File: config.mk
export PLATFORM = sky130hd
export DESIGN_NAME = imem_uart_loader
export DESIGN_NICKNAME = d
export VERILOG_FILES = /design/src/rtl/imem_uart_loader_pkg.sv /design/src/rtl/uart_rx_byte.sv /design/src/rtl/imem_uart_loader.sv
export SDC_FILE = /design/constraint.sdc
export NUM_CORES = 1
export LEC_CHECK = 0
export BUFFER_PORTS_ARGS = -buffer_cell sky130_fd_sc_hd__clkbuf_2
export CELL_PAD_IN_SITES_DETAIL_PLACEMENT = 1
export CELL_PAD_IN_SITES_GLOBAL_PLACEMENT = 1
export CORE_MARGIN = 4
export CORE_UTILIZATION = 26
export DETAILED_ROUTE_END_ITERATION = 6
export HOLD_SLACK_MARGIN = 0.03
export PLACE_DENSITY = 0.6
export SLEW_MARGIN = 20
export SYNTH_ARGS = -nofsm -noshare
export SYNTH_HDL_FRONTEND = slang
export SYNTH_HIERARCHICAL = 1
export SYNTH_SLANG_ARGS = --single-unit
export TNS_END_PERCENT = 100
File: constraint.sdc
create_clock -name clk -period 3.2 [get_ports clk]
set_input_delay 0.48 -clock clk [delete_from_list [all_inputs] [get_ports clk]]
set_output_delay 0.48 -clock clk [all_outputs]
set_load 0.03 [all_outputs]
File: src/rtl/imem_uart_loader_pkg.sv
// Shared types and constants for the UART instruction-memory loader.
// Optional checksum output is enabled with LOADER_CHECKSUM_EN.
package imem_uart_loader_pkg;

    typedef enum logic [1:0] {
        ST_IDLE,
        ST_START,
        ST_DATA,
        ST_STOP
    } rx_state_e;

    localparam int BAUD_DIV_DEFAULT = 868;
    localparam int LANE_W           = 8;
    localparam int WORD_W           = 32;

endpackage

File: src/rtl/uart_rx_byte.sv
// 8N1 UART byte receiver: input synchronizer, baud counter and RX FSM.
// Held in IDLE while en_i is low; byte_valid/stop_err are one-cycle pulses.
module uart_rx_byte
    import imem_uart_loader_pkg::*;
#(
    parameter int BAUD_DIV = BAUD_DIV_DEFAULT
) (
    input  logic              clk,
    input  logic              reset,
    input  logic              en_i,
    input  logic              rxd_i,
    output logic              byte_valid,
    output logic [LANE_W-1:0] byte_data,
    output logic              stop_err,
    output logic              active_o
);

    localparam int CW = (BAUD_DIV > 1) ? $clog2(BAUD_DIV) : 1;
    localparam logic [CW-1:0] CNT_FULL = CW'(BAUD_DIV - 1);
    localparam logic [CW-1:0] CNT_HALF = CW'(BAUD_DIV / 2 - 1);

    logic              sync1_q;
    logic              sync2_q;
    rx_state_e         state_q;
    logic [CW-1:0]     cnt_q;
    logic [2:0]        bit_q;
    logic [LANE_W-1:0] shift_q;
    logic              valid_q;
    logic [LANE_W-1:0] data_q;
    logic              err_q;
    logic              rxd_s;
    logic              expired;

    // Line idles high, so the synchronizer resets to 1 to avoid a false start
    always_ff @(posedge clk) begin
        if (!reset) begin
            sync1_q <= 1'b1;
            sync2_q <= 1'b1;
        end else begin
            sync1_q <= rxd_i;
            sync2_q <= sync1_q;
        end
    end

    assign rxd_s   = sync2_q;
    assign expired = (cnt_q == '0);

    always_ff @(posedge clk) begin
        if (!reset) begin
            state_q <= ST_IDLE;
            cnt_q   <= '0;
            bit_q   <= '0;
            shift_q <= '0;
            valid_q <= 1'b0;
            data_q  <= '0;
            err_q   <= 1'b0;
        end else begin
            valid_q <= 1'b0;
            err_q   <= 1'b0;
            if (!en_i) begin
                state_q <= ST_IDLE;
            end else begin
                unique case (state_q)
                    ST_IDLE: begin
                        if (!rxd_s) begin
                            state_q <= ST_START;
                            cnt_q   <= CNT_HALF;
                        end
                    end
                    ST_START: begin
                        if (!expired) begin
                            cnt_q <= cnt_q - CW'(1);
                        end else if (rxd_s) begin
                            state_q <= ST_IDLE;
                        end else begin
                            cnt_q   <= CNT_FULL;
                            bit_q   <= '0;
                            state_q <= ST_DATA;
                        end
                    end
                    ST_DATA: begin
                        if (!expired) begin
                            cnt_q <= cnt_q - CW'(1);
                        end else begin
                            shift_q <= {rxd_s, shift_q[LANE_W-1:1]};
                            cnt_q   <= CNT_FULL;
                            bit_q   <= bit_q + 3'd1;
                            if (bit_q == 3'(LANE_W - 1)) begin
                                state_q <= ST_STOP;
                            end
                        end
                    end
                    ST_STOP: begin
                        if (!expired) begin
                            cnt_q <= cnt_q - CW'(1);
                        end else begin
                            state_q <= ST_IDLE;
                            if (rxd_s) begin
                                valid_q <= 1'b1;
                                data_q  <= shift_q;
                            end else begin
                                err_q <= 1'b1;
                            end
                        end
                    end
                    default: state_q <= ST_IDLE;
                endcase
            end
        end
    end

    assign byte_valid = valid_q;
    assign byte_data  = data_q;
    assign stop_err   = err_q;
    assign active_o   = (state_q != ST_IDLE);

endmodule

File: src/rtl/imem_uart_loader.sv
// Packs UART bytes little-endian into words and writes them to imem port B.
// Define LOADER_CHECKSUM_EN to add an 8-bit running checksum output.
module imem_uart_loader
    import imem_uart_loader_pkg::*;
#(
    parameter int BAUD_DIV   = BAUD_DIV_DEFAULT,
    parameter int ADDR_WIDTH = 16
) (
    input  logic                  clk,
    input  logic                  reset,
    input  logic                  load_imem,
    input  logic                  uart_rxd,
    output logic                  imem_wr_en,
    output logic [ADDR_WIDTH-3:0] imem_wr_addr,
    output logic [WORD_W-1:0]     imem_wr_data,
    output logic                  busy,
    output logic                  frame_err,
    output logic [ADDR_WIDTH-2:0] word_count
`ifdef LOADER_CHECKSUM_EN
    ,
    output logic [7:0]            checksum
`endif
);

    localparam logic [ADDR_WIDTH-2:0] CNT_MAX =
        (ADDR_WIDTH-1)'(1) << (ADDR_WIDTH - 2);

    logic                  byte_valid;
    logic [LANE_W-1:0]     byte_data;
    logic                  stop_err;
    logic                  rx_active;

    logic                  load_q;
    logic                  flush_q;
    logic                  ferr_q;
    logic [1:0]            idx_q;
    logic [1:0]            idx_d;
    logic [ADDR_WIDTH-3:0] addr_q;
    logic [ADDR_WIDTH-2:0] cnt_q;
    logic [WORD_W-1:0]     word_q;
    logic                  rise;
    logic                  fall;
    logic                  full_wr;
    logic                  word_done;

    uart_rx_byte #(
        .BAUD_DIV (BAUD_DIV)
    ) u_rx (
        .clk        (clk),
        .reset      (reset),
        .en_i       (load_imem),
        .rxd_i      (uart_rxd),
        .byte_valid (byte_valid),
        .byte_data  (byte_data),
        .stop_err   (stop_err),
        .active_o   (rx_active)
    );

    assign rise      = load_imem & ~load_q;
    assign fall      = ~load_imem & load_q;
    assign full_wr   = byte_valid & (idx_q == 2'd3);
    assign word_done = full_wr | flush_q;
    assign idx_d     = byte_valid ? idx_q + 2'd1 : idx_q;

    // Flush is decided on the post-byte index so a word completing on the
    // falling edge is written once, not twice
    always_ff @(posedge clk) begin
        if (!reset) begin
            load_q  <= 1'b0;
            flush_q <= 1'b0;
            ferr_q  <= 1'b0;
            idx_q   <= '0;
            addr_q  <= '0;
            cnt_q   <= '0;
            word_q  <= '0;
        end else begin
            load_q  <= load_imem;
            flush_q <= 1'b0;
            if (rise) begin
                ferr_q <= 1'b0;
                idx_q  <= '0;
                addr_q <= '0;
                cnt_q  <= '0;
                word_q <= '0;
            end else begin
                if (stop_err) begin
                    ferr_q <= 1'b1;
                end
                if (word_done) begin
                    word_q <= '0;
                end else if (byte_valid) begin
                    word_q[{idx_q, 3'b000} +: LANE_W] <= byte_data;
                end
                idx_q <= flush_q ? 2'd0 : idx_d;
                if (word_done) begin
                    addr_q <= addr_q + 1'b1;
                    if (cnt_q != CNT_MAX) begin
                        cnt_q <= cnt_q + 1'b1;
                    end
                end
                flush_q <= fall & (idx_d != 2'd0);
            end
        end
    end

`ifdef LOADER_CHECKSUM_EN
    logic [7:0] sum_q;

    always_ff @(posedge clk) begin
        if (!reset) begin
            sum_q <= '0;
        end else if (rise) begin
            sum_q <= '0;
        end else if (byte_valid) begin
            sum_q <= sum_q + byte_data;
        end
    end

    assign checksum = sum_q;
`endif

    assign imem_wr_en   = word_done;
    assign imem_wr_addr = addr_q;
    assign imem_wr_data = flush_q ? word_q
                                  : {byte_data, word_q[WORD_W-LANE_W-1:0]};
    assign busy         = rx_active | byte_valid | flush_q;
    assign frame_err    = ferr_q;
    assign word_count   = cnt_q;

endmodule

==> results.json, run 1 <==
{
  "outcome": "completed",
  "setup_viol": 0,
  "multi_input_logic_area_um2": 2390,
  "register_area_um2": 2020,
  "setup_crit_end_kind": "output pin",
  "worstSkewPairLatency_ns": 0.35,
  "route.detailed.vias_per_inst": 4.99,
  "std_cell_rows": 49,
  "grt.overflow.total": 0,
  "initial_core_util_pct": 26.5,
  "drtIter0Drc": 187,
  "rsz0062_at_grt": "false",
  "synth_edf_count": 0,
  "setup_total_negative_slack_ns": 0,
  "coreArea_um2": 18000,
  "fillers": 2127,
  "gp_congestion": 0.826,
  "power_density_nw_per_um2": 474,
  "critical_path_peak_fanout": 15,
  "max-vdd-ir-drop_v": 0.000214,
  "postSynth.topFlopCell": "dfxtp_1",
  "tritoncts_clock_tree": "built",
  "beginning_of_the_worst_register_to_register_path": "u_rx/cnt_q[0]",
  "ant_nets": 0,
  "timing_worst_setup_path_type": "reg2out",
  "cts_made_buffers": 9,
  "grt_use_met1_pct": 16.7,
  "globalRouteMet2Util_pct": 21.0,
  "postSynthCellCount": 529,
  "synth.top_cell.area_share_pct": 42.4,
  "postCtsResizedCells": 0,
  "antenna_found_initial": 0,
  "postCtsSetupBuffers": 0,
  "dp_hpwl_mm": 9.38,
  "leading_cell_types_by_count_after_synthesis": "dfxtp_1, nor2_1, nand2_1, a21oi_1, buf_4",
  "drt_pre_antenna_iters": 4,
  "clock_tree.root_cell": "clkbuf_16",
  "whs_endpoint": "u_rx/sync1_q",
  "grt_start_max_net_pins": 33,
  "layout_area_growth_over_synthesis_pct": 14.8,
  "number_of_cells_on_the_worst_hold_path": 2,
  "synth_area_um2": 4770,
  "port_buffers": 67,
  "ys_async_sr_fraction_pct": 0,
  "crit_required_ns": 2.72,
  "synth_top_cells_by_area": "dfxtp_1, nor2_1, ha_1, mux2i_1, buf_4",
  "worstHoldStart": "uart_rxd",
  "drt-wirelength-per-cell_um": 16.0,
  "slew_at_the_pin_with_the_worst_max_slew_slack_ns": 0.957,
  "cp-start-kind": "flip-flop",
  "grt_busiest_layer": "met2",
  "drc": 0,
  "synth_cell_types": 60,
  "cp.arrival_ns": 2.24,
  "max_slew_margin_pct": 36.2,
  "ctsHoldBuffers": 0,
  "synth_adder_area_share_pct": 4.20,
  "rrSetupSlack_ns": 0.78,
  "die_width_um": 143,
  "min-delay-path-class": "in2reg",
  "vias": 4000,
  "worst_setup_hold_path_clk_slew_ns": 0.07,
  "finalNetCount": 587,
  "grt_first_pass_wirelength_mm": 21.3,
  "timing.final.crit_share_pct": 84.9,
  "timing_max_transition_violations_final": 0,
  "antenna_cells": 0,
  "groute.usage.overall_pct": 12.8,
  "clock.fmax_mhz": 368,
  "timing_hold_violations_final": 0,
  "routed_wl_mm": 12.8,
  "cts.path.max_buffers": 2,
  "synth_top_cell_by_area": "dfxtp_1",
  "regToRegEndpoint": "u_rx/bit_q[0]",
  "timing.hold.ws_ns": 0.303,
  "final_period_minus_worst_setup_slack_ns": 2.72,
  "top_level_ports": 68,
  "synth_xor_xnor_area_share_pct": 2.94,
  "clock_skew_ns": 0.00733,
  "via_count_of_the_first_global_routing_pass": 4160,
  "power_leakage_nw": 2.15,
  "maxCapViolCount": 0,
  "synth_mux_area_share_pct": 5.88,
  "seq_area_frac_synth_pct": 42.4,
  "postSynthNetCount": 549,
  "synth_top_family_by_area": "simple AND/OR/NAND/NOR gates",
  "yosysMostFrequentCell": "dfxtp_1",
  "yosys_warnings": 6,
  "yosys_register_bits": 101,
  "syn_avg_cell_area_um2": 9.02,
  "post_synth_and_or_nand_nor_area_fraction_pct": 21.3,
  "grt_use_met3_pct": 3.46,
  "floorplan.die_area_um2": 20600,
  "cts-htree-levels": 3,
  "tritoncts_num_sinks": 101,
  "die_height_um": 143,
  "ff2ff_path_depth": 6,
  "synth_compound_gate_area_share_pct": 15.7,
  "final_layout_size_suffix_gt1_share_pct": 19.6
}
## critical path: stages (launching register included)
cell and delay (ns):
dfxtp_1 0.41, ha_1 0.28, a21oi_2 0.52, inv_1 0.39
clkbuf_2 0.28
## routing by layer
metal / vias to the layer above / part of all wire [%]
met1: 1971 / 47
met4: 0 / 1.1
met5: - / 0
met2: 46 / 48
li1: 1974 / -
met3: 9 / 4.0
## cells by family (layout without fill, tap and decap cells)
group	after synthesis	in the layout
fa+ha+maj	16	16
simple gates	194	194
xor+xnor	16	16
flops	101	101
mux	27	27
buf+inv	65	108
compound gates	110	110
## flip-flops by register name, indices dropped and copies added, names as in the netlist, 2 cells and up, named ones only
name	cells
word_q	32
word_count	15
imem_wr_addr	14
u_rx/cnt_q	10
u_rx/byte_data	8
u_rx/shift_q	8
u_rx/bit_q	3
idx_q	2
## stage by stage
| step | cells | cell area (µm²) | utilization, % | worst slack (ns) | total power, mW |
|---|---|---|---|---|---|
| 5_1_grt | 801 | 5480 | 30.4 | 0.352 | 2.71 |
| 4_1_cts | 801 | 5480 | 30.4 | 0.424 | 2.64 |
| 3_3_place_gp | 785 | 5150 | 28.6 | 0.893 | 1.42 |
| 2_1_floorplan | 529 | 4770 | - | 1.07 | 1.39 |
| 3_5_place_dp | 785 | 5150 | 28.6 | 0.782 | 1.42 |
| 6_report | 801 | 5480 | 30.4 | 0.483 | 2.59 |
## how the worst max path moves through the flow
stage	startpoint	endpoint	slack, ns	cells after the start
after global placement	idx_q[0]	imem_wr_en	0.89	4
final	idx_q[0]	imem_wr_en	0.48	4
after CTS	idx_q[0]	imem_wr_en	0.42	4
after detailed placement	u_rx/cnt_q[0]	u_rx/shift_q[3]	0.78	6
after floorplan	idx_q[0]	word_q[16]	1.07	7
after global routing	idx_q[0]	imem_wr_en	0.35	4
## area by class of cell
cell class | count | area share (%)
multi-input cells | 363 | 43.6
flip-flops and latches | 101 | 36.9
repair buffers | 74 | 7.08
well taps | 229 | 5.23
clock buffers | 9 | 4.11
clock inverters | 7 | 1.78
inverters | 18 | 1.23
## layout by cell type, fill, tap and decap left out, types with 7 or more instances in the layout
| cell type | n |
|---|---|
| a21oi_1 | 29 |
| a22oi_1 | 24 |
| buf_4 | 7 |
| clkbuf_16 | 9 |
| clkbuf_2 | 67 |
| dfxtp_1 | 101 |
| ha_1 | 16 |
| inv_1 | 18 |
| mux2_2 | 8 |
| mux2i_1 | 19 |
| nand2_1 | 45 |
| nand3_1 | 14 |
| nand4_1 | 10 |
| nor2_1 | 59 |
| nor3_1 | 13 |
| nor4_1 | 9 |
| o21ai_0 | 12 |
| or3_1 | 12 |
| xnor2_1 | 9 |
| xor2_1 | 7 |
## power by group
group          internal, mW  switching [mW]
clock                 0.691           0.511
combinational        0.0363          0.0833
sequential             1.26          0.0101
(Power assumes the default switching activity.)
==> run 2, diff against run 1 <==
Clock period 3.2 ns to 2.6 ns, I/O delays scaled along.
==> results.json, run 2 (same netlist as run 1, synthesis figures left out) <==
{
  "outcome": "completed",
  "fillers": 2148,
  "power.clock.fraction_pct": 44.7,
  "max_slew_margin_pct": 62.9,
  "final_layout_size_suffix_gt1_share_pct": 20.2,
  "grt.overflow.total": 0,
  "groute.usage.overall_pct": 12.7,
  "antenna_found_initial": 0,
  "finish.cell_count_without_fillers": 808,
  "postCtsResizedCells": 0,
  "grt_first_pass_wirelength_mm": 21.2,
  "clock.fmax_mhz": 442,
  "timing_max_transition_violations_final": 0,
  "max-vdd-ir-drop_v": 0.000250,
  "regMostFlops": "word_q",
  "p_sw_share_pct": 23.3,
  "critical_path_peak_fanout": 9,
  "layout_area_growth_over_synthesis_pct": 15.5,
  "clock_skew_ns": 0.00706,
  "min-delay-path-class": "in2reg",
  "worst_setup_hold_path_clk_slew_ns": 0.07,
  "setup_total_negative_slack_ns": 0,
  "tritoncts_clock_tree": "built",
  "timing.final.crit_share_pct": 87.1,
  "postCtsSetupBuffers": 0,
  "coreArea_um2": 18000,
  "ctsHoldBuffers": 0,
  "largest_register_ff_count": 32,
  "drc": 0,
  "timing_hold_violations_final": 0,
  "slew_at_the_pin_with_the_worst_max_slew_slack_ns": 0.556,
  "power_density_nw_per_um2": 564,
  "final_period_minus_worst_setup_slack_ns": 2.26,
  "crit_required_ns": 2.88,
  "initial_core_util_pct": 26.5,
  "drtIter0Drc": 276,
  "cp.arrival_ns": 2.55,
  "top_level_ports": 68,
  "rsz0062_at_grt": "false",
  "final_common_cell": "dfxtp_1",
  "drt_pre_antenna_iters": 4,
  "worstSkewPairLatency_ns": 0.35,
  "tritoncts_num_sinks": 101,
  "die_width_um": 143,
  "share_comb_of_total_power_pct": 4.9,
  "intPower_mw": 2.38,
  "seq_power_share_pct": 50.4,
  "cp-start-kind": "flip-flop",
  "std_cell_rows": 49,
  "setup_viol": 0,
  "via_count_of_the_first_global_routing_pass": 4073,
  "place_inst": 792,
  "routed_wl_mm": 12.9,
  "netsw_uw": 724,
  "setup_crit_end_kind": "flip-flop",
  "vias": 4074,
  "grt_start_max_net_pins": 33,
  "cts_made_buffers": 9,
  "cts.path.max_buffers": 2,
  "cts-htree-levels": 3,
  "antenna_cells": 0,
  "port_buffers": 67,
  "dp_hpwl_mm": 9.44,
  "die_height_um": 143,
  "mostFrequentLayoutCells": "dfxtp_1, clkbuf_2, nor2_1, nand2_1, a21oi_1",
  "power_leakage_nw": 2.17,
  "route.detailed.vias_per_inst": 5.04,
  "drt-wirelength-per-cell_um": 16.0,
  "timing_worst_setup_path_type": "reg2reg",
  "floorplan.die_area_um2": 20600,
  "ant_nets": 0,
  "finalNetCount": 594,
  "clock_tree.root_cell": "clkbuf_16",
  "maxCapViolCount": 0,
  "gp_congestion": 0.830
}
==> run 2: per-stage QoR <==
step | total power [mW] | setup WS [ns] | instance area, µm² | utilization (%) | hold slack (ns)
after floorplan | 1.71 | 0.469 | 4770 | - | 0.386
after global placement | 1.75 | 0.384 | 5200 | 28.9 | 0.394
after detailed placement | 1.75 | 0.319 | 5200 | 28.9 | 0.399
after CTS | 3.16 | 0.272 | 5510 | 30.5 | 0.204
after global routing | 3.24 | 0.191 | 5510 | 30.5 | 0.212
final | 3.11 | 0.336 | 5510 | 30.5 | 0.222
==> run 2: worst max-delay path, stage by stage (launching register included) <==
cell and delay, ns:
dfxtp_1 0.49, ha_1 0.24, a21oi_2 0.12, buf_4 0.20, or4_1 0.62, or3_1 0.40, a21oi_1 0.14
==> run 2: cell type report <==
class                      instances  area, µm²  share of cell area, %
multi-input combinational        363       2390                   43.4
clock buffer                      12        246                   4.48
sequential                       101       2020                   36.7
clock inverter                     4       55.1                   1.00
timing repair buffer              81        440                   8.00
inverter                          18       67.6                   1.23
tap                              229        287                   5.20
==> run 2: metal layers <==
metal | track usage (%) | routed length, µm | up-vias
met5 | 0 | 0 | -
met4 | 3.67 | 180 | 0
met3 | 3.33 | 515 | 11
met2 | 20.6 | 6250 | 62
met1 | 16.7 | 5950 | 2015
li1 | - | - | 1986
==> run 2: worst paths after layout <==
path / from / to / slack [ns] / cells after the start
min: uart_rxd / u_rx/sync1_q / 0.22 / 2
max: idx_q[0] / imem_wr_addr[13] / 0.34 / 6
min reg2reg: u_rx/sync1_q / u_rx/rxd_s / 0.42 / 1
max reg2reg: idx_q[0] / imem_wr_addr[13] / 0.34 / 6
==> run 2: power by group through the flow <==
stage	logic, mW	clock network (mW)	registers, mW
floorplan	0.109	0	1.60
global placement	0.150	0	1.60
detailed placement	0.152	0	1.60
CTS	0.153	1.44	1.57
global route	0.168	1.51	1.57
finish	0.151	1.39	1.57
==> run 3, diff against run 2 <==
==> constraint.sdc (replaced) <==
create_clock -name clk -period 2.6 [get_ports clk]
set_input_delay 0.39 -clock clk [delete_from_list [all_inputs] [get_ports clk]]
set_output_delay 0.39 -clock clk [all_outputs]
set_load 0.02 [all_outputs]
==> results.json, run 3 (same netlist as run 1, synthesis figures left out) <==
{
  "outcome": "completed",
  "gp_congestion": 0.799,
  "largest_register_ff_count": 32,
  "clock.fmax_mhz": 443,
  "ff2ff_path_depth": 6,
  "whs_endpoint": "u_rx/sync1_q",
  "grt.overflow.total": 0,
  "min-delay-path-class": "in2reg",
  "seq_power_share_pct": 46.6,
  "drc": 0,
  "tritoncts_num_sinks": 101,
  "port_buffers": 67,
  "ctsHoldBuffers": 0,
  "cts-htree-levels": 3,
  "route.detailed.vias_per_inst": 4.96,
  "timing_worst_setup_path_type": "reg2reg",
  "finalNetCount": 594,
  "rrSetupSlack_ns": 0.34,
  "worstHoldStart": "uart_rxd",
  "vias": 4004,
  "cp.arrival_ns": 2.54,
  "ant_nets": 0,
  "std_cell_rows": 49,
  "power_density_nw_per_um2": 603,
  "max_slew_margin_pct": 61.1,
  "p_sw_share_pct": 21.5,
  "grt_start_max_net_pins": 33,
  "mostFrequentLayoutCells": "dfxtp_1, clkbuf_2, nor2_1, nand2_1, a21oi_1",
  "final_period_minus_worst_setup_slack_ns": 2.26,
  "fillers": 2126,
  "die_width_um": 143,
  "power_leakage_nw": 2.21,
  "number_of_cells_on_the_worst_hold_path": 2,
  "final_layout_size_suffix_gt1_share_pct": 20.4,
  "cts.path.max_buffers": 2,
  "share_comb_of_total_power_pct": 4.6,
  "final_common_cell": "dfxtp_1",
  "dp_hpwl_mm": 9.54,
  "max-vdd-ir-drop_v": 0.000312,
  "setup_crit_end_kind": "flip-flop",
  "setup_total_negative_slack_ns": 0,
  "worst_setup_hold_path_clk_slew_ns": 0.07,
  "postLayoutCellArea_um2": 5560,
  "initial_core_util_pct": 26.5,
  "netsw_uw": 720,
  "power.clock.fraction_pct": 48.8,
  "tritoncts_clock_tree": "built",
  "via_count_of_the_first_global_routing_pass": 4150,
  "layout_area_growth_over_synthesis_pct": 16.7,
  "postCtsSetupBuffers": 0,
  "routed_wl_mm": 12.9,
  "worstSkewPairLatency_ns": 0.36,
  "floorplan.die_area_um2": 20600,
  "crit_required_ns": 2.89,
  "beginning_of_the_worst_register_to_register_path": "idx_q[0]",
  "clock_skew_ns": 0.00719,
  "setup_viol": 0,
  "antenna_found_initial": 0,
  "slew_at_the_pin_with_the_worst_max_slew_slack_ns": 0.581,
  "groute.usage.overall_pct": 13.0,
  "antenna_cells": 0,
  "top_level_ports": 68,
  "coreArea_um2": 18000,
  "dpl-instance-area_um2": 5200,
  "drt-wirelength-per-cell_um": 16.0,
  "cp-start-kind": "flip-flop",
  "timing_max_transition_violations_final": 0,
  "regToRegEndpoint": "imem_wr_addr[13]",
  "clock_tree.root_cell": "clkbuf_16",
  "cts_made_buffers": 9,
  "regMostFlops": "word_q",
  "rsz0062_at_grt": "false",
  "drt_pre_antenna_iters": 4,
  "postCtsResizedCells": 0,
  "grt_first_pass_wirelength_mm": 21.5,
  "maxCapViolCount": 0,
  "intPower_mw": 2.64,
  "die_height_um": 143,
  "drtIter0Drc": 211,
  "timing.final.crit_share_pct": 86.8,
  "critical_path_peak_fanout": 10,
  "timing_hold_violations_final": 0
}
==> run 3: changes by cell type in the layout (fill, tap and decap cells not counted) <==
cell and delta:
bufinv_16 +3, clkbuf_1 -2, clkbuf_8 -1, clkinv_2 +1, clkinv_4 -1, clkinvlp_4 -1
==> run 3: area by class of cell <==
type | count | area [µm²] | area share [%]
Sequential cell | 101 | 2020 | 36.3
Multi-Input combinational cell | 363 | 2390 | 42.9
Clock buffer | 9 | 225 | 4.05
Timing Repair Buffer | 81 | 440 | 7.92
Inverter | 18 | 67.6 | 1.21
Clock inverter | 6 | 134 | 2.41
Tap cell | 229 | 287 | 5.15
==> run 3: power by group through the flow <==
stage / combinational [mW] / sequential (mW) / clock (mW)
finish: 0.153 / 1.57 / 1.64
global route: 0.170 / 1.57 / 1.76
CTS: 0.154 / 1.57 / 1.69
detailed placement: 0.153 / 1.60 / 0
global placement: 0.150 / 1.60 / 0
floorplan: 0.109 / 1.60 / 0
==> run 3: metrics by stage <==
stage | utilization (%) | cells | setup WS (ns) | total power, mW | hold WS, ns
2_1_floorplan | - | 529 | 0.469 | 1.70 | 0.386
3_3_place_gp | 28.9 | 792 | 0.386 | 1.75 | 0.394
3_5_place_dp | 28.9 | 792 | 0.337 | 1.75 | 0.394
4_1_cts | 30.9 | 807 | 0.322 | 3.41 | 0.204
5_1_grt | 30.9 | 807 | 0.141 | 3.50 | 0.209
6_report | 30.9 | 807 | 0.343 | 3.36 | 0.213
==> run 3: how the worst max path moves through the flow <==
stage | start | endpoint | slack, ns | cells past startpoint
2_1_floorplan | idx_q[0] | word_q[16] | 0.47 | 7
3_3_place_gp | idx_q[0] | imem_wr_addr[13] | 0.39 | 6
4_1_cts | idx_q[0] | imem_wr_addr[13] | 0.32 | 6
5_1_grt | idx_q[0] | imem_wr_addr[13] | 0.14 | 6
6_report | idx_q[0] | imem_wr_addr[13] | 0.34 | 6
3_5_place_dp | idx_q[0] | imem_wr_addr[13] | 0.34 | 6
==> run 3: layer usage <==
layer	part of all wire [%]	global-route usage, %
met5	0	0
met4	1.4	4.11
met3	4.3	2.96
met2	49	21.7
met1	45	16.6
==> run 3: worst max-delay path: stages (launching register included) <==
cell and delay, ns:
dfxtp_1 0.50, ha_1 0.24, a21oi_2 0.11, buf_4 0.20, or4_1 0.61, or3_1 0.37, a21oi_1 0.14
